File: src/rtl/control_unit_pkg.sv
// Shared types and constants for the control unit, its decoder and the testbench.
// Holds the FSM state encoding, opcodes, ALU selects and instruction field positions.
package control_unit_pkg;

    localparam int unsigned IrWidth = 16;

    // Instruction field positions
    localparam int unsigned OpcodeMsb  = 15;
    localparam int unsigned OpcodeLsb  = 12;
    localparam int unsigned MemAddrMsb = 11;
    localparam int unsigned MemAddrLsb = 4;
    localparam int unsigned RaMsb      = 11;
    localparam int unsigned RaLsb      = 8;
    localparam int unsigned RbMsb      = 7;
    localparam int unsigned RbLsb      = 4;
    localparam int unsigned RdMsb      = 3;
    localparam int unsigned RdLsb      = 0;

    typedef logic [3:0] opcode_t;

    localparam opcode_t OpNoop  = 4'h0;
    localparam opcode_t OpStore = 4'h1;
    localparam opcode_t OpLoad  = 4'h2;
    localparam opcode_t OpAdd   = 4'h3;
    localparam opcode_t OpSub   = 4'h4;
    localparam opcode_t OpHalt  = 4'h5;

    typedef logic [2:0] alu_sel_t;

    localparam alu_sel_t AluPassA = 3'b000;
    localparam alu_sel_t AluAdd   = 3'b001;
    localparam alu_sel_t AluSub   = 3'b010;

    typedef enum logic [3:0] {
        StInit   = 4'd0,
        StFetch  = 4'd1,
        StDecode = 4'd2,
        StNoop   = 4'd3,
        StLoadA  = 4'd4,
        StLoadB  = 4'd5,
        StStore  = 4'd6,
        StAdd    = 4'd7,
        StSub    = 4'd8,
        StHalt   = 4'd9
    } state_t;

endpackage

File: src/rtl/control_unit_if.sv
// Bus between the control unit and the datapath: instruction in, control strobes out.
// The control unit is the master; the datapath (or testbench) is the slave.
interface control_unit_if;
    import control_unit_pkg::*;

    logic [IrWidth-1:0] IR;
    logic               PC_Clr;
    logic               PC_Up;
    logic               IR_Ld;
    logic [7:0]         D_Addr;
    logic               D_Wr;
    logic               RF_s;
    logic [3:0]         RF_W_Addr;
    logic               RF_W_en;
    logic [3:0]         RF_Ra_Addr;
    logic [3:0]         RF_Rb_Addr;
    logic [2:0]         ALU_s0;
    logic [3:0]         OutState;
    logic [3:0]         NextState;

    modport master (
        input  IR,
        output PC_Clr, PC_Up, IR_Ld, D_Addr, D_Wr, RF_s, RF_W_Addr, RF_W_en,
        output RF_Ra_Addr, RF_Rb_Addr, ALU_s0, OutState, NextState
    );

    modport slave (
        output IR,
        input  PC_Clr, PC_Up, IR_Ld, D_Addr, D_Wr, RF_s, RF_W_Addr, RF_W_en,
        input  RF_Ra_Addr, RF_Rb_Addr, ALU_s0, OutState, NextState
    );

endinterface

File: src/rtl/instr_decoder.sv
// Combinational instruction decoder: maps the opcode to the state entered after
// DECODE and splits out the address and register fields of the instruction.
module instr_decoder
    import control_unit_pkg::*;
(
    input  logic [IrWidth-1:0] ir,
    output state_t             target,
    output logic [7:0]         mem_addr,
    output logic [3:0]         ra_addr,
    output logic [3:0]         rb_addr,
    output logic [3:0]         rd_addr
);

    opcode_t opcode;

    assign opcode   = ir[OpcodeMsb:OpcodeLsb];
    assign mem_addr = ir[MemAddrMsb:MemAddrLsb];
    assign ra_addr  = ir[RaMsb:RaLsb];
    assign rb_addr  = ir[RbMsb:RbLsb];
    assign rd_addr  = ir[RdMsb:RdLsb];

    // Unassigned opcodes 6..F fall through to NOOP.
    always_comb begin
        target = StNoop;
        case (opcode)
            OpNoop:  target = StNoop;
            OpStore: target = StStore;
            OpLoad:  target = StLoadA;
            OpAdd:   target = StAdd;
            OpSub:   target = StSub;
            OpHalt:  target = StHalt;
            default: target = StNoop;
        endcase
    end

endmodule

File: src/rtl/control_unit.sv
// Moore FSM sequencing fetch/decode/execute for a small 16-bit processor.
// Write and PC strobes are gated by Reset so an aborted instruction never commits.
module control_unit
    import control_unit_pkg::*;
(
    input  logic          Clk,
    input  logic          Reset,
    control_unit_if.master bus
);

    state_t     state_q;
    state_t     state_d;
    state_t     target;
    logic [7:0] mem_addr;
    logic [3:0] ra_addr;
    logic [3:0] rb_addr;
    logic [3:0] rd_addr;

    instr_decoder u_instr_decoder (
        .ir       (bus.IR),
        .target   (target),
        .mem_addr (mem_addr),
        .ra_addr  (ra_addr),
        .rb_addr  (rb_addr),
        .rd_addr  (rd_addr)
    );

    always_ff @(posedge Clk) begin
        if (!Reset) begin
            state_q <= StInit;
        end else begin
            state_q <= state_d;
        end
    end

    always_comb begin
        state_d = state_q;
        case (state_q)
            StInit:   state_d = StFetch;
            StFetch:  state_d = StDecode;
            StDecode: state_d = target;
            StLoadA:  state_d = StLoadB;
            StLoadB:  state_d = StFetch;
            StNoop:   state_d = StFetch;
            StStore:  state_d = StFetch;
            StAdd:    state_d = StFetch;
            StSub:    state_d = StFetch;
            StHalt:   state_d = StHalt;
            default:  state_d = StInit;
        endcase
        if (!Reset) begin
            state_d = StInit;
        end
    end

    always_comb begin
        bus.PC_Clr     = 1'b0;
        bus.PC_Up      = 1'b0;
        bus.IR_Ld      = 1'b0;
        bus.D_Addr     = 8'h00;
        bus.D_Wr       = 1'b0;
        bus.RF_s       = 1'b0;
        bus.RF_W_Addr  = 4'h0;
        bus.RF_W_en    = 1'b0;
        bus.RF_Ra_Addr = 4'h0;
        bus.RF_Rb_Addr = 4'h0;
        bus.ALU_s0     = AluPassA;
        case (state_q)
            StInit: bus.PC_Clr = 1'b1;
            StFetch: begin
                bus.IR_Ld = 1'b1;
                bus.PC_Up = 1'b1;
            end
            StLoadA: begin
                bus.D_Addr    = mem_addr;
                bus.RF_s      = 1'b1;
                bus.RF_W_Addr = rd_addr;
            end
            // Second LOAD cycle: RAM data is now valid, so commit the write.
            StLoadB: begin
                bus.D_Addr    = mem_addr;
                bus.RF_s      = 1'b1;
                bus.RF_W_Addr = rd_addr;
                bus.RF_W_en   = 1'b1;
            end
            StStore: begin
                bus.D_Addr     = mem_addr;
                bus.RF_Ra_Addr = rd_addr;
                bus.D_Wr       = 1'b1;
            end
            StAdd, StSub: begin
                bus.RF_Ra_Addr = ra_addr;
                bus.RF_Rb_Addr = rb_addr;
                bus.RF_W_Addr  = rd_addr;
                bus.RF_W_en    = 1'b1;
                bus.ALU_s0     = (state_q == StAdd) ? AluAdd : AluSub;
            end
            default: ;
        endcase
        if (!Reset) begin
            bus.IR_Ld   = 1'b0;
            bus.PC_Up   = 1'b0;
            bus.D_Wr    = 1'b0;
            bus.RF_W_en = 1'b0;
        end
    end

    assign bus.OutState  = state_q;
    assign bus.NextState = state_d;

endmodule

File: src/flat_wrapper.sv
// flat-port wrapper written by rule: the top's interface ports become plain ports
module control_unit_flat import control_unit_pkg::*;
  (Clk, Reset, bus_IR, bus_PC_Clr, bus_PC_Up, bus_IR_Ld, bus_D_Addr, bus_D_Wr, bus_RF_s, bus_RF_W_Addr, bus_RF_W_en, bus_RF_Ra_Addr, bus_RF_Rb_Addr, bus_ALU_s0, bus_OutState, bus_NextState);
  control_unit_if bus_i ();
  input  logic Clk;
  input  logic Reset;
  input wire logic [$bits(bus_i.IR)-1:0] bus_IR;
  output wire logic [$bits(bus_i.PC_Clr)-1:0] bus_PC_Clr;
  output wire logic [$bits(bus_i.PC_Up)-1:0] bus_PC_Up;
  output wire logic [$bits(bus_i.IR_Ld)-1:0] bus_IR_Ld;
  output wire logic [$bits(bus_i.D_Addr)-1:0] bus_D_Addr;
  output wire logic [$bits(bus_i.D_Wr)-1:0] bus_D_Wr;
  output wire logic [$bits(bus_i.RF_s)-1:0] bus_RF_s;
  output wire logic [$bits(bus_i.RF_W_Addr)-1:0] bus_RF_W_Addr;
  output wire logic [$bits(bus_i.RF_W_en)-1:0] bus_RF_W_en;
  output wire logic [$bits(bus_i.RF_Ra_Addr)-1:0] bus_RF_Ra_Addr;
  output wire logic [$bits(bus_i.RF_Rb_Addr)-1:0] bus_RF_Rb_Addr;
  output wire logic [$bits(bus_i.ALU_s0)-1:0] bus_ALU_s0;
  output wire logic [$bits(bus_i.OutState)-1:0] bus_OutState;
  output wire logic [$bits(bus_i.NextState)-1:0] bus_NextState;
  assign bus_i.IR = bus_IR;
  assign bus_PC_Clr = bus_i.PC_Clr;
  assign bus_PC_Up = bus_i.PC_Up;
  assign bus_IR_Ld = bus_i.IR_Ld;
  assign bus_D_Addr = bus_i.D_Addr;
  assign bus_D_Wr = bus_i.D_Wr;
  assign bus_RF_s = bus_i.RF_s;
  assign bus_RF_W_Addr = bus_i.RF_W_Addr;
  assign bus_RF_W_en = bus_i.RF_W_en;
  assign bus_RF_Ra_Addr = bus_i.RF_Ra_Addr;
  assign bus_RF_Rb_Addr = bus_i.RF_Rb_Addr;
  assign bus_ALU_s0 = bus_i.ALU_s0;
  assign bus_OutState = bus_i.OutState;
  assign bus_NextState = bus_i.NextState;
  control_unit u_core (.Clk(Clk), .Reset(Reset), .bus(bus_i));
endmodule
File: config.mk
export PLATFORM = sky130hd
export DESIGN_NAME = control_unit_flat
export DESIGN_NICKNAME = d
export VERILOG_FILES = /design/src/rtl/control_unit_pkg.sv /design/src/rtl/control_unit_if.sv /design/src/rtl/instr_decoder.sv /design/src/rtl/control_unit.sv /design/src/flat_wrapper.sv
export SDC_FILE = /design/constraint.sdc
export NUM_CORES = 1
export LEC_CHECK = 0
export CAP_MARGIN = 20
export CORE_ASPECT_RATIO = 1.1
export CORE_MARGIN = 2
export CORE_UTILIZATION = 37
export CTS_CLUSTER_SIZE = 8
export DETAILED_ROUTE_END_ITERATION = 10
export HOLD_SLACK_MARGIN = 0.03
export PLACE_DENSITY_LB_ADDON = 0.3
export SETUP_SLACK_MARGIN = 0.15
export SYNTH_ARGS = -nofsm -noshare
export SYNTH_HDL_FRONTEND = slang
export SYNTH_HIERARCHICAL = 1
export SYNTH_SLANG_ARGS = --single-unit
File: constraint.sdc
create_clock -name Clk -period 2.3 [get_ports Clk]
set_input_delay 0.345 -clock Clk [delete_from_list [all_inputs] [get_ports Clk]]
set_output_delay 0.345 -clock Clk [all_outputs]
set_load 0.01 [all_outputs]
==> out/results.ini <==
[status]
run_status=complete, no violations

[clock_network]
cts_buffer_depth=2
root_buffer=clkbuf_4
cts_htree_levels=1
clkTransAtPathRegs_ns=0.04
clock_latency_ns=0.24
cts_tree=yes
ctsHoldBuffers=0
cts-buffers-inserted=3
cts.sinks=4

[yosys]
yosysTopAreaCell=buf_4
synth.avg_cell_area_sq_um=7.301
ys_seq_area_share_pct=10.65
synth_nets=121
ys_ff_latch=4
synth_top_area_share_pct=24.96
ys_async_sr_fraction_pct=0
synthesis.area_sq_um=752.0
synth_common_cells=25 x buf_4, 12 x and2_1, 8 x nor2b_1
yosysMostFrequentCell=buf_4
synth.distinct_cells=28
syn_inst=103
yosys_warnings=6
synth_top_flop_cell=dfxtp_1
synth_edf_count=0
netlist_top_cells_area=buf_4 25%, dfxtp_1 11%, and2_1 10%

[min_path]
hold_class=register to register

[sta]
fin_skew_ns=0.004906
setup_ws_ns=0.2229
slew_violations=0
holdWs_ns=0.5327
tns_ns=0
grt_setup_unrepaired=true
hold_viol_final=0
period_needed_ns=2.077
clock.fmax_ghz=0.4814
min_period_over_period_pct=90.31
setup_violations=0

[die]
io_pins=55
start_util_pct=38.43
std_cell_rows=17
die_w_microns=46.99
die_area_sq_um=2409
core_area_sq_um=1957
die_h_microns=51.28

[final_layout]
n_antenna_cell=0
finalNonFillerCells=175
largest_reg_flops=4
finalInstanceArea_sq_um=1289
final_core_util_pct=65.86
fillers=177
nets=167
syn2layout_area_growth_pct=71.38
drive_gt1_share_pct=26.53

[place]
dp_hpwl_microns=1598
post-place-cells=168
gp_congestion=0.8100
io_buffers=53
post-place-ws_ns=-0.2096
placed_area_sq_um=1200

[job]
maxCapViolCount=0

[power_and_ir_drop]
power_mw=0.3321
ir_drop_v=0.0002242
powerDensity_nw_per_um2=257.7
p_leak_nw=0.6583

[critical_path]
worstSetupPathType=primary input to output pin
cp-start-kind=primary input
critical_path_arrival_ns=1.73
crit_required_ns=1.96
cp-end-kind=output pin
crit_fanout=6

[route]
drt-total-wl_microns=2066
drtAntennaViolNets=0
first_pass_iters=4
drt_iter0_drc=24
wl_per_cell_microns=11.81
drc_errors=0
drt-vias-per-instance=4.846
vias=848

[grt]
antenna_found_initial=0
overflow=0
grtUsageTotal_pct=18.45
grt_max_degree=10
grt_pass1_wl_microns=3256
first_global_vias=765

metal layers:
| layer | track usage, % | wire (microns) | share of wire [%] | vias up |
|---|---|---|---|---|
| met5 | 0 | 0 | 0 | - |
| met1 | 22.77 | 848 | 41 | 393 |
| li1 | - | - | - | 416 |
| met2 | 30.59 | 1076 | 52 | 37 |
| met3 | 3.534 | 121 | 5.9 | 2 |
| met4 | 6.944 | 19 | 0.92 | 0 |
layout make-up:
| type | instances | area (sq um) | area share [%] |
|---|---|---|---|
| repair buffers | 67 | 616.8 | 47.86 |
| multi-input cells | 72 | 528.0 | 40.97 |
| flip-flops and latches | 4 | 82.58 | 6.408 |
| well taps | 28 | 35.03 | 2.718 |
| clock buffers | 3 | 22.52 | 1.748 |
| inverters | 1 | 3.754 | 0.2913 |
path summary, 6_finish.rpt:
kind | start | end | slack [ns] | depth (start not counted)
hold / removal | u_core/bus.OutState[0] | u_core/bus.OutState[2] | 0.53 | 1
hold reg to reg | u_core/bus.OutState[0] | u_core/bus.OutState[2] | 0.53 | 1
setup / recovery | Reset | bus_D_Wr | 0.22 | 4
setup reg to reg | u_core/bus.OutState[1] | u_core/bus.OutState[3] | 0.95 | 4
cells by family after synthesis:
kind of cell,synth area share [%]
AND/OR/NAND/NOR,40.60
multiplexers,6.656
other,0.4987
buffers and inverters,26.12
flip-flops,10.65
AO/OA/AOI/OAI,14.31
XOR/XNOR,1.165
placed cells by master (no fill, tap or decap), types with 2 or more instances in the layout:
cell,count
and2_1,12
clkdlybuf4s50_1,35
nor2_1,5
dlygate4sd2_1,5
o21ai_0,6
nand2_1,7
dfxtp_2,2
and3_1,3
buf_4,14
nor2b_1,7
dlymetal6s2s_1,7
mux2i_1,5
and2b_1,2
clkbuf_4,3
nor2b_2,2
nor3b_2,3
dfxtp_1,2
clkbuf_2,5
worst max-delay path, cell delays in order:
cell	delay, ns
clkdlybuf4s50_1	0.55
buf_4	0.16
and3_1	0.15
clkdlybuf4s50_1	0.53
report_power, final:
group / internal, mW / switching, mW
Sequential: 0.0753 / 0.0111
Combinational: 0.0905 / 0.0681
Clock: 0.0583 / 0.0287
timing repair:
| item | CTS | global route |
|---|---|---|
| endpoints found under the setup margin | 23 | 23 |
| resized for setup | 19 | 28 |
| buffers inserted | 4 | 0 |
| pin swaps | 1 | 2 |
Power figures use the tool's default switching activity.
